===== src/rtl/pipeline_control_if.sv =====
// Purpose: control bundle between the pipeline sequencer and the datapath.
//   master : datapath side, drives hazard/handshake inputs, receives controls
//   slave  : pipeline_control side
// Signals: start, load_stall, branch_taken, halt_exec, mem_busy (to sequencer);
//   fetch_en, read_en, exec_en, wb_en, pc_load, exec_bubble, read_bubble,
//   valid[2:0] = {v_read, v_exec, v_wb}, halted, stall_count, flush_count (from sequencer).
interface pipeline_control_if #(
  parameter int CNT_WIDTH = 16
);
  logic                 start;
  logic                 load_stall;
  logic                 branch_taken;
  logic                 halt_exec;
  logic                 mem_busy;
  logic                 fetch_en;
  logic                 read_en;
  logic                 exec_en;
  logic                 wb_en;
  logic                 pc_load;
  logic                 exec_bubble;
  logic                 read_bubble;
  logic [2:0]           valid;
  logic                 halted;
  logic [CNT_WIDTH-1:0] stall_count;
  logic [CNT_WIDTH-1:0] flush_count;

  modport master (
    output start, load_stall, branch_taken, halt_exec, mem_busy,
    input  fetch_en, read_en, exec_en, wb_en, pc_load, exec_bubble, read_bubble,
    input  valid, halted, stall_count, flush_count
  );

  modport slave (
    input  start, load_stall, branch_taken, halt_exec, mem_busy,
    output fetch_en, read_en, exec_en, wb_en, pc_load, exec_bubble, read_bubble,
    output valid, halted, stall_count, flush_count
  );
endinterface


===== src/rtl/pipeline_control.sv =====
// Purpose: sequencer for the 4-stage core (fetch -> read -> execute -> writeback).
//   Owns the stage valid bits and pipeline-register enables; turns load-use stalls,
//   taken branches, memory wait states and HALT into freeze/bubble/flush actions.
// Ports:
//   clk   : core clock, rising edge
//   rst_n : asynchronous active-low reset
//   bus   : pipeline_control_if.slave (hazard inputs in, stage controls/status out)
//
// state    | meaning
// ---------+---------------------------------------------------------------
// S_IDLE   | after reset, nothing fetched, waiting for start
// S_RUN    | pipeline advancing, hazards resolved per cycle
// S_DRAIN  | HALT sits in writeback, retire it and stop
// S_HALTED | core stopped, halted=1, start resumes fetching
module pipeline_control #(
  parameter int CNT_WIDTH = 16
) (
  input  logic                 clk,
  input  logic                 rst_n,
  pipeline_control_if.slave    bus
);

  typedef enum logic [1:0] {
    S_IDLE   = 2'd0,
    S_RUN    = 2'd1,
    S_DRAIN  = 2'd2,
    S_HALTED = 2'd3
  } state_t;

  state_t               r_state;
  logic [2:0]           r_valid;
  logic                 r_halted;
  logic [CNT_WIDTH-1:0] r_stall_cnt;
  logic [CNT_WIDTH-1:0] r_flush_cnt;

  logic w_v_read;
  logic w_v_exec;
  logic w_v_wb;
  logic w_branch;
  logic w_halt;
  logic w_stall;
  logic w_fetch_en;
  logic w_read_en;
  logic w_exec_en;
  logic w_wb_en;
  logic w_pc_load;
  logic w_exec_bubble;
  logic w_read_bubble;

  assign w_v_read = r_valid[2];
  assign w_v_exec = r_valid[1];
  assign w_v_wb   = r_valid[0];

  // Hazards only count when the stage that raises them holds a real instruction.
  assign w_branch = bus.branch_taken & w_v_exec;
  assign w_halt   = bus.halt_exec    & w_v_exec;
  assign w_stall  = bus.load_stall   & w_v_read;

  always_comb begin
    w_fetch_en    = 1'b0;
    w_read_en     = 1'b0;
    w_exec_en     = 1'b0;
    w_wb_en       = 1'b0;
    w_pc_load     = 1'b0;
    w_exec_bubble = 1'b0;
    w_read_bubble = 1'b0;
    case (r_state)
      S_RUN: begin
        // mem_busy freezes every stage, including the writeback gate.
        if (!bus.mem_busy) begin
          w_wb_en = w_v_wb;
          if (w_branch) begin
            // Wrong-path fetch/read contents are flushed; the branch itself retires.
            w_pc_load     = 1'b1;
            w_fetch_en    = 1'b1;
            w_read_bubble = 1'b1;
            w_exec_bubble = 1'b1;
            w_exec_en     = 1'b1;
          end else if (w_halt || w_stall) begin
            w_exec_bubble = 1'b1;
            w_exec_en     = 1'b1;
          end else begin
            w_fetch_en = 1'b1;
            w_read_en  = 1'b1;
            w_exec_en  = 1'b1;
          end
        end
      end
      S_DRAIN: begin
        if (!bus.mem_busy) w_wb_en = w_v_wb;
      end
      default: ;
    endcase
  end

  always_ff @(posedge clk or negedge rst_n) begin
    if (!rst_n) begin
      r_state     <= S_IDLE;
      r_valid     <= 3'b000;
      r_halted    <= 1'b0;
      r_stall_cnt <= '0;
      r_flush_cnt <= '0;
    end else begin
      case (r_state)
        S_IDLE: begin
          if (bus.start) r_state <= S_RUN;
        end
        S_RUN: begin
          if (!bus.mem_busy) begin
            if (w_branch) begin
              r_valid <= 3'b001;
              if (r_flush_cnt != '1) r_flush_cnt <= r_flush_cnt + CNT_WIDTH'(1);
            end else if (w_halt) begin
              r_valid <= 3'b001;
              r_state <= S_DRAIN;
            end else if (w_stall) begin
              r_valid <= {w_v_read, 1'b0, w_v_exec};
              if (r_stall_cnt != '1) r_stall_cnt <= r_stall_cnt + CNT_WIDTH'(1);
            end else begin
              r_valid <= {1'b1, w_v_read, w_v_exec};
            end
          end
        end
        S_DRAIN: begin
          if (!bus.mem_busy) begin
            r_state  <= S_HALTED;
            r_valid  <= 3'b000;
            r_halted <= 1'b1;
          end
        end
        S_HALTED: begin
          if (bus.start) begin
            r_state  <= S_RUN;
            r_halted <= 1'b0;
          end
        end
        default: r_state <= S_IDLE;
      endcase
    end
  end

  assign bus.fetch_en    = w_fetch_en;
  assign bus.read_en     = w_read_en;
  assign bus.exec_en     = w_exec_en;
  assign bus.wb_en       = w_wb_en;
  assign bus.pc_load     = w_pc_load;
  assign bus.exec_bubble = w_exec_bubble;
  assign bus.read_bubble = w_read_bubble;
  assign bus.valid       = r_valid;
  assign bus.halted      = r_halted;
  assign bus.stall_count = r_stall_cnt;
  assign bus.flush_count = r_flush_cnt;

endmodule


===== src/flat_wrapper.sv =====
// flat-port wrapper written by rule: the top's interface ports become plain ports
module pipeline_control_flat 
#(
  parameter int CNT_WIDTH = 16
)
  (clk, rst_n, bus_start, bus_load_stall, bus_branch_taken, bus_halt_exec, bus_mem_busy, bus_fetch_en, bus_read_en, bus_exec_en, bus_wb_en, bus_pc_load, bus_exec_bubble, bus_read_bubble, bus_valid, bus_halted, bus_stall_count, bus_flush_count);
  pipeline_control_if #(.CNT_WIDTH(CNT_WIDTH)) bus_i ();
  input  logic clk;
  input  logic rst_n;
  input wire logic [$bits(bus_i.start)-1:0] bus_start;
  input wire logic [$bits(bus_i.load_stall)-1:0] bus_load_stall;
  input wire logic [$bits(bus_i.branch_taken)-1:0] bus_branch_taken;
  input wire logic [$bits(bus_i.halt_exec)-1:0] bus_halt_exec;
  input wire logic [$bits(bus_i.mem_busy)-1:0] bus_mem_busy;
  output wire logic [$bits(bus_i.fetch_en)-1:0] bus_fetch_en;
  output wire logic [$bits(bus_i.read_en)-1:0] bus_read_en;
  output wire logic [$bits(bus_i.exec_en)-1:0] bus_exec_en;
  output wire logic [$bits(bus_i.wb_en)-1:0] bus_wb_en;
  output wire logic [$bits(bus_i.pc_load)-1:0] bus_pc_load;
  output wire logic [$bits(bus_i.exec_bubble)-1:0] bus_exec_bubble;
  output wire logic [$bits(bus_i.read_bubble)-1:0] bus_read_bubble;
  output wire logic [$bits(bus_i.valid)-1:0] bus_valid;
  output wire logic [$bits(bus_i.halted)-1:0] bus_halted;
  output wire logic [$bits(bus_i.stall_count)-1:0] bus_stall_count;
  output wire logic [$bits(bus_i.flush_count)-1:0] bus_flush_count;
  assign bus_i.start = bus_start;
  assign bus_i.load_stall = bus_load_stall;
  assign bus_i.branch_taken = bus_branch_taken;
  assign bus_i.halt_exec = bus_halt_exec;
  assign bus_i.mem_busy = bus_mem_busy;
  assign bus_fetch_en = bus_i.fetch_en;
  assign bus_read_en = bus_i.read_en;
  assign bus_exec_en = bus_i.exec_en;
  assign bus_wb_en = bus_i.wb_en;
  assign bus_pc_load = bus_i.pc_load;
  assign bus_exec_bubble = bus_i.exec_bubble;
  assign bus_read_bubble = bus_i.read_bubble;
  assign bus_valid = bus_i.valid;
  assign bus_halted = bus_i.halted;
  assign bus_stall_count = bus_i.stall_count;
  assign bus_flush_count = bus_i.flush_count;
  pipeline_control #(.CNT_WIDTH(CNT_WIDTH)) u_core (.clk(clk), .rst_n(rst_n), .bus(bus_i));
endmodule

===== config.mk =====
export PLATFORM = sky130hd
export DESIGN_NAME = pipeline_control_flat
export DESIGN_NICKNAME = d
export VERILOG_FILES = /design/src/rtl/pipeline_control_if.sv /design/src/rtl/pipeline_control.sv /design/src/flat_wrapper.sv
export SDC_FILE = /design/constraint.sdc
export NUM_CORES = 1
export LEC_CHECK = 0
export BUFFER_PORTS_ARGS = -buffer_cell sky130_fd_sc_hd__buf_2
export CAP_MARGIN = 15
export CORE_AREA = 5 5 76 64
export CTS_BUF_LIST = sky130_fd_sc_hd__clkbuf_4 sky130_fd_sc_hd__clkbuf_8
export CTS_CLUSTER_SIZE = 12
export DETAILED_ROUTE_END_ITERATION = 8
export DIE_AREA = 0 0 81 69
export GPL_TIMING_DRIVEN = 1
export MAX_ROUTING_LAYER = met4
export PLACE_DENSITY = 0.88
export SETUP_SLACK_MARGIN = 0.4
export SLEW_MARGIN = 20
export SYNTH_ARGS = -nofsm -noshare
export SYNTH_HDL_FRONTEND = slang
export SYNTH_SLANG_ARGS = --single-unit

===== constraint.sdc =====
create_clock -name clk -period 4.1 [get_ports clk]
set_clock_uncertainty 0.1 [all_clocks]
set_input_delay 0.82 -clock clk [delete_from_list [all_inputs] [get_ports clk]]
set_output_delay 0.82 -clock clk [all_outputs]
set_load 0.02 [all_outputs]

# Word-level counts from Yosys, hierarchy flattened
# Index checks and enable logic that the tools add are counted.
# totals
out_inout_bits	43
register_bits	38
in_bits	7
elab_cells	71
# classes
addsub	2
bitwise_logic	6
mux	33
n_reduce_logical	12
eq_ne	12
# op_table
op	count
$add 16x1->16 const B	2
$ne 16x16->1 const B	2
$mux 1	20
$mux 3	5
$mux 2	5
$ne 2x2->1 const B	4
$reduce_and 4->1	2
$pmux 2 s3	1
$pmux 3 s2	1
$reduce_and 3->1	2
$reduce_and 6->1	1
$reduce_and 5->1	1
$eq 2x2->1 const B	2
$ne 2x1->1 const B	2
$ne 4x2->1 const B	1
$reduce_bool 2->1	2
$reduce_or 2->1	2
$and 1x1->1	3
$not 1->1	3
$eq 2x1->1 const B	1
$logic_not 2->1	1
$pmux 1 s2	1
$logic_or 1x1->1	1

# Depth between registers and ports, before layout
# depth
ltp_word	6
depth_mapped	7

# Least setup slack after synthesis
# No wires, ideal clock.
# synth_timing
path_kind	input -> output
startpoint	in bus_mem_busy
endpoint	out bus_read_bubble
required_time_ps	3180
stages	4
slack_ps	1436
arrival_ps	1744
path_buffers	2
cell_sequence	clkbuf_1 > nand2b_1 > nor2_1 > buf_4
# synth_via
elab_chain_len	2
# synth_lines
item	line	rtl
from (decl)	flat_wrapper.sv:14	input wire logic [$bits(bus_i.mem_busy)-1:0] bus_mem_busy;
$mux 1 (2 in a row)	--	
to (decl)	flat_wrapper.sv:21	output wire logic [$bits(bus_i.read_bubble)-1:0] bus_read_bubble;
# No other way between the ends.

# Final worst setup path
# layout_timing
startpoint	reg u_core.r_state[1]
endpoint	out bus_exec_en
# layout_via
elab_chain_len	2
# layout_lines
item	line	rtl
from (decl)	pipeline_control.sv:30	state_t r_state;
from (signal assigned)	pipeline_control.sv:98	r_state <= S_IDLE;
from (signal assigned)	pipeline_control.sv:106	if (bus.start) r_state <= S_RUN;
from (signal assigned)	pipeline_control.sv:115	r_state <= S_DRAIN;
$eq 2x1->1	pipeline_control.sv:67	case (r_state)
$mux 1	pipeline_control.sv:67	
to (decl)	flat_wrapper.sv:17	output wire logic [$bits(bus_i.exec_en)-1:0] bus_exec_en;
# No other way between the ends.

==> results.json <==
{
  "worst_pin_slew_ps": 907,
  "hold_viol_final": 0,
  "die_h_um": 69,
  "grt_setup_unrepaired": "no",
  "wl_per_cell_um": 14.4,
  "core_mm2": 0.00405,
  "synth_edf_count": 0,
  "syn_avg_cell_area_um2": 10.9,
  "pin_count": 50,
  "std_cell_rows": 21,
  "r2r_start": "u_core.r_state[1]$_DFFE_PN0P_",
  "final_common_cell": "buf_2",
  "clk_pin_slew_ps": 80,
  "holdWs_ps": 387,
  "synth-seq-cells": 38,
  "drv_cap": 0,
  "cts_made_buffers": 5,
  "grt_pass1_vias": 1632,
  "placed_area_mm2": 0.00243,
  "crit_fanout": 9,
  "worstSetupPathType": "reg -> out",
  "n_antenna_cell": 0,
  "fin_nets": 261,
  "drc_errors": 0,
  "synth_mux_area_share_pct": 2.03,
  "status": "finished clean",
  "critical_path.startpoint": "u_core.r_state[1]$_DFFE_PN0P_",
  "async_flop_share_pct": 100,
  "vias_per_cell": 5.61,
  "synth-simple-area-share_pct": 26.4,
  "min_from": "u_core.bus.stall_count[7]$_DFFE_PN0P_",
  "final-setup-viol-count": 0,
  "syn_nets": 211,
  "yosys.area_share.adder_pct": 3.48,
  "start_kind": "register",
  "hold_end": "u_core.bus.stall_count[7]$_DFFE_PN0P_",
  "fin_tns_setup_ps": 0,
  "cts_max_level": 2,
  "whs_path_depth": 1,
  "worstPathRequired_ps": 3180,
  "seq_area_frac_synth_pct": 44.1,
  "synth_compound_area_share_pct": 9.58,
  "gp_congestion": 0.869,
  "grt_pass1_wl_um": 7800,
  "rr_endpoint": "u_core.bus.stall_count[14]$_DFFE_PN0P_",
  "synth.distinct_cells": 46,
  "io_buffers": 49,
  "antenna_found_initial": 0,
  "synth_top_family_by_area": "simple AND/OR/NAND/NOR gates",
  "finalMaxSlewViolations": 0,
  "ys.flop_type": "dfrtp_1",
  "gr-total-overflow": 0,
  "r2r_cells": 6,
  "mostFrequentLayoutCells": "buf_2 (49), dfrtp_1 (38), xor2_1 (24)",
  "grtUsageTotal_pct": 18.2,
  "drive_above_1_share_pct": 30.9,
  "synth_xor_area_share_pct": 11.4,
  "power_leakage_uw": 0.00136,
  "cp-end-kind": "output port",
  "cts_setup_buffers": 0,
  "fin_area_mm2": 0.00253,
  "hp-class": "reg -> reg",
  "fin_crit_sh_pct": 61.7,
  "die_x_um": 81,
  "totalWireLength_um": 4410,
  "hpwl_um": 3300,
  "synthCells": 198,
  "cts-resized-gates": 0,
  "synth_area_mm2": 0.00215,
  "grt_max_degree": 39,
  "clk_latency_ps": 300,
  "drt_first_iter_violations": 101,
  "cts.sinks": 38,
  "vias": 1716,
  "dr.pass1.iters": 4,
  "ant_nets": 0,
  "die_area_mm2": 0.00559,
  "slew_headroom_pct": 39.1,
  "cts_buffer_depth": 2,
  "syn_to_final_growth_pct": 17.7,
  "reg2reg_slack_ps": 1870,
  "worstPathArrival_ps": 1610,
  "fin_crit_ps": 2530,
  "nFillCells": 343,
  "ctsHoldBuffers": 0,
  "cts_tree": "yes",
  "yosysWarnings": 0,
  "powerDensity_mw_per_mm2": 470,
  "fmax_mhz": 395,
  "vdd_drop_max_mv": 0.371,
  "initial_core_util_pct": 53.2,
  "clk_root_buffer_cell": "clkbuf_8"
}
-- kinds of logic (layout without fill, tap and decap cells) --
family,Yosys count,in the layout
AND/OR/NAND/NOR,83,83
multiplexers,4,4
AO/OA/AOI/OAI,28,28
adder cells (fa/ha/maj),6,6
flip-flops,38,38
XOR/XNOR,28,28
buffers and inverters,11,62
-- cell usage after synthesis, drive strengths merged, types with 4 or more instances --
master / number / share of area, %
nand2: 17 / 3.0
nor3: 11 / 3.3
o21ai: 7 / 1.6
xor2: 24 / 9.8
ha: 6 / 3.5
nand3: 13 / 3.3
a21oi: 6 / 1.6
nor2: 7 / 1.2
nand4: 9 / 3.6
nor4: 6 / 3.4
inv: 5 / 0.87
xnor2: 4 / 1.6
nor3b: 4 / 1.9
buf: 4 / 1.7
dfrtp: 38 / 44
-- report_power, final --
| group | switching, µW | internal, µW | total, µW | leakage, µW |
|---|---|---|---|---|
| combinational | 237 | 146 | 383 | 0.000796 |
| sequential | 70.0 | 427 | 497 | 0.000508 |
| clock | 133 | 179 | 312 | 0.0000579 |
| total | 441 | 752 | 1190 | 0.00136 |
-- per-layer routing --
metal / up-vias / share of wire, % / global-route usage [%]
met2: 43 / 46 / 25.3
met1: 835 / 47 / 25.1
met5: - / 0 / -
met4: 0 / 1.2 / 5.44
met3: 5 / 5.8 / 6.12
li1: 833 / - / -
-- stage by stage --
| step | worst slack, ps | utilization [%] | std cells | total power (µW) |
|---|---|---|---|---|
| after floorplan | 1440 | - | 198 | 777 |
| after global placement | 1640 | 60.0 | 298 | 881 |
| after detailed placement | 1590 | 60.0 | 298 | 886 |
| after CTS | 1590 | 62.6 | 306 | 1190 |
| after global routing | 1450 | 62.6 | 306 | 1280 |
| final | 1570 | 62.6 | 306 | 1190 |
-- how the worst max path moves through the flow --
| stage | slack [ps] | cells past startpoint | to |
|---|---|---|---|
| 3_3_place_gp | 1640 | 4 | bus_read_bubble |
| 3_5_place_dp | 1590 | 5 | bus_read_en |
| 2_1_floorplan | 1440 | 4 | bus_read_bubble |
| 4_1_cts | 1590 | 5 | bus_read_en |
| 5_1_grt | 1450 | 5 | bus_exec_en |
| 6_report | 1570 | 5 | bus_exec_en |
-- worst max-delay path: stages (launching register included) --
cell,delay [ps]
dfrtp_1,420
inv_1,90
ha_1,370
inv_1,140
nor2_1,130
buf_2,170
-- flip-flops by register name, summed over array words and instances (netlist names) --
signal                  count
u_core.bus.valid            3
u_core.bus.halted           1
u_core.bus.flush_count     16
u_core.r_state              2
u_core.bus.stall_count     16
-- cell type report --
cell class,count,area (µm²),share of cell area [%]
Sequential cell,38,951,37.5
Multi-Input combinational cell,149,1140,45.0
Timing Repair Buffer,49,245,9.67
Inverter,5,18.8,0.740
Clock buffer,5,68.8,2.71
Tap cell,57,71.3,2.81
Clock inverter,3,40.0,1.58
No activity file was read; power rests on OpenSTA's default activity.
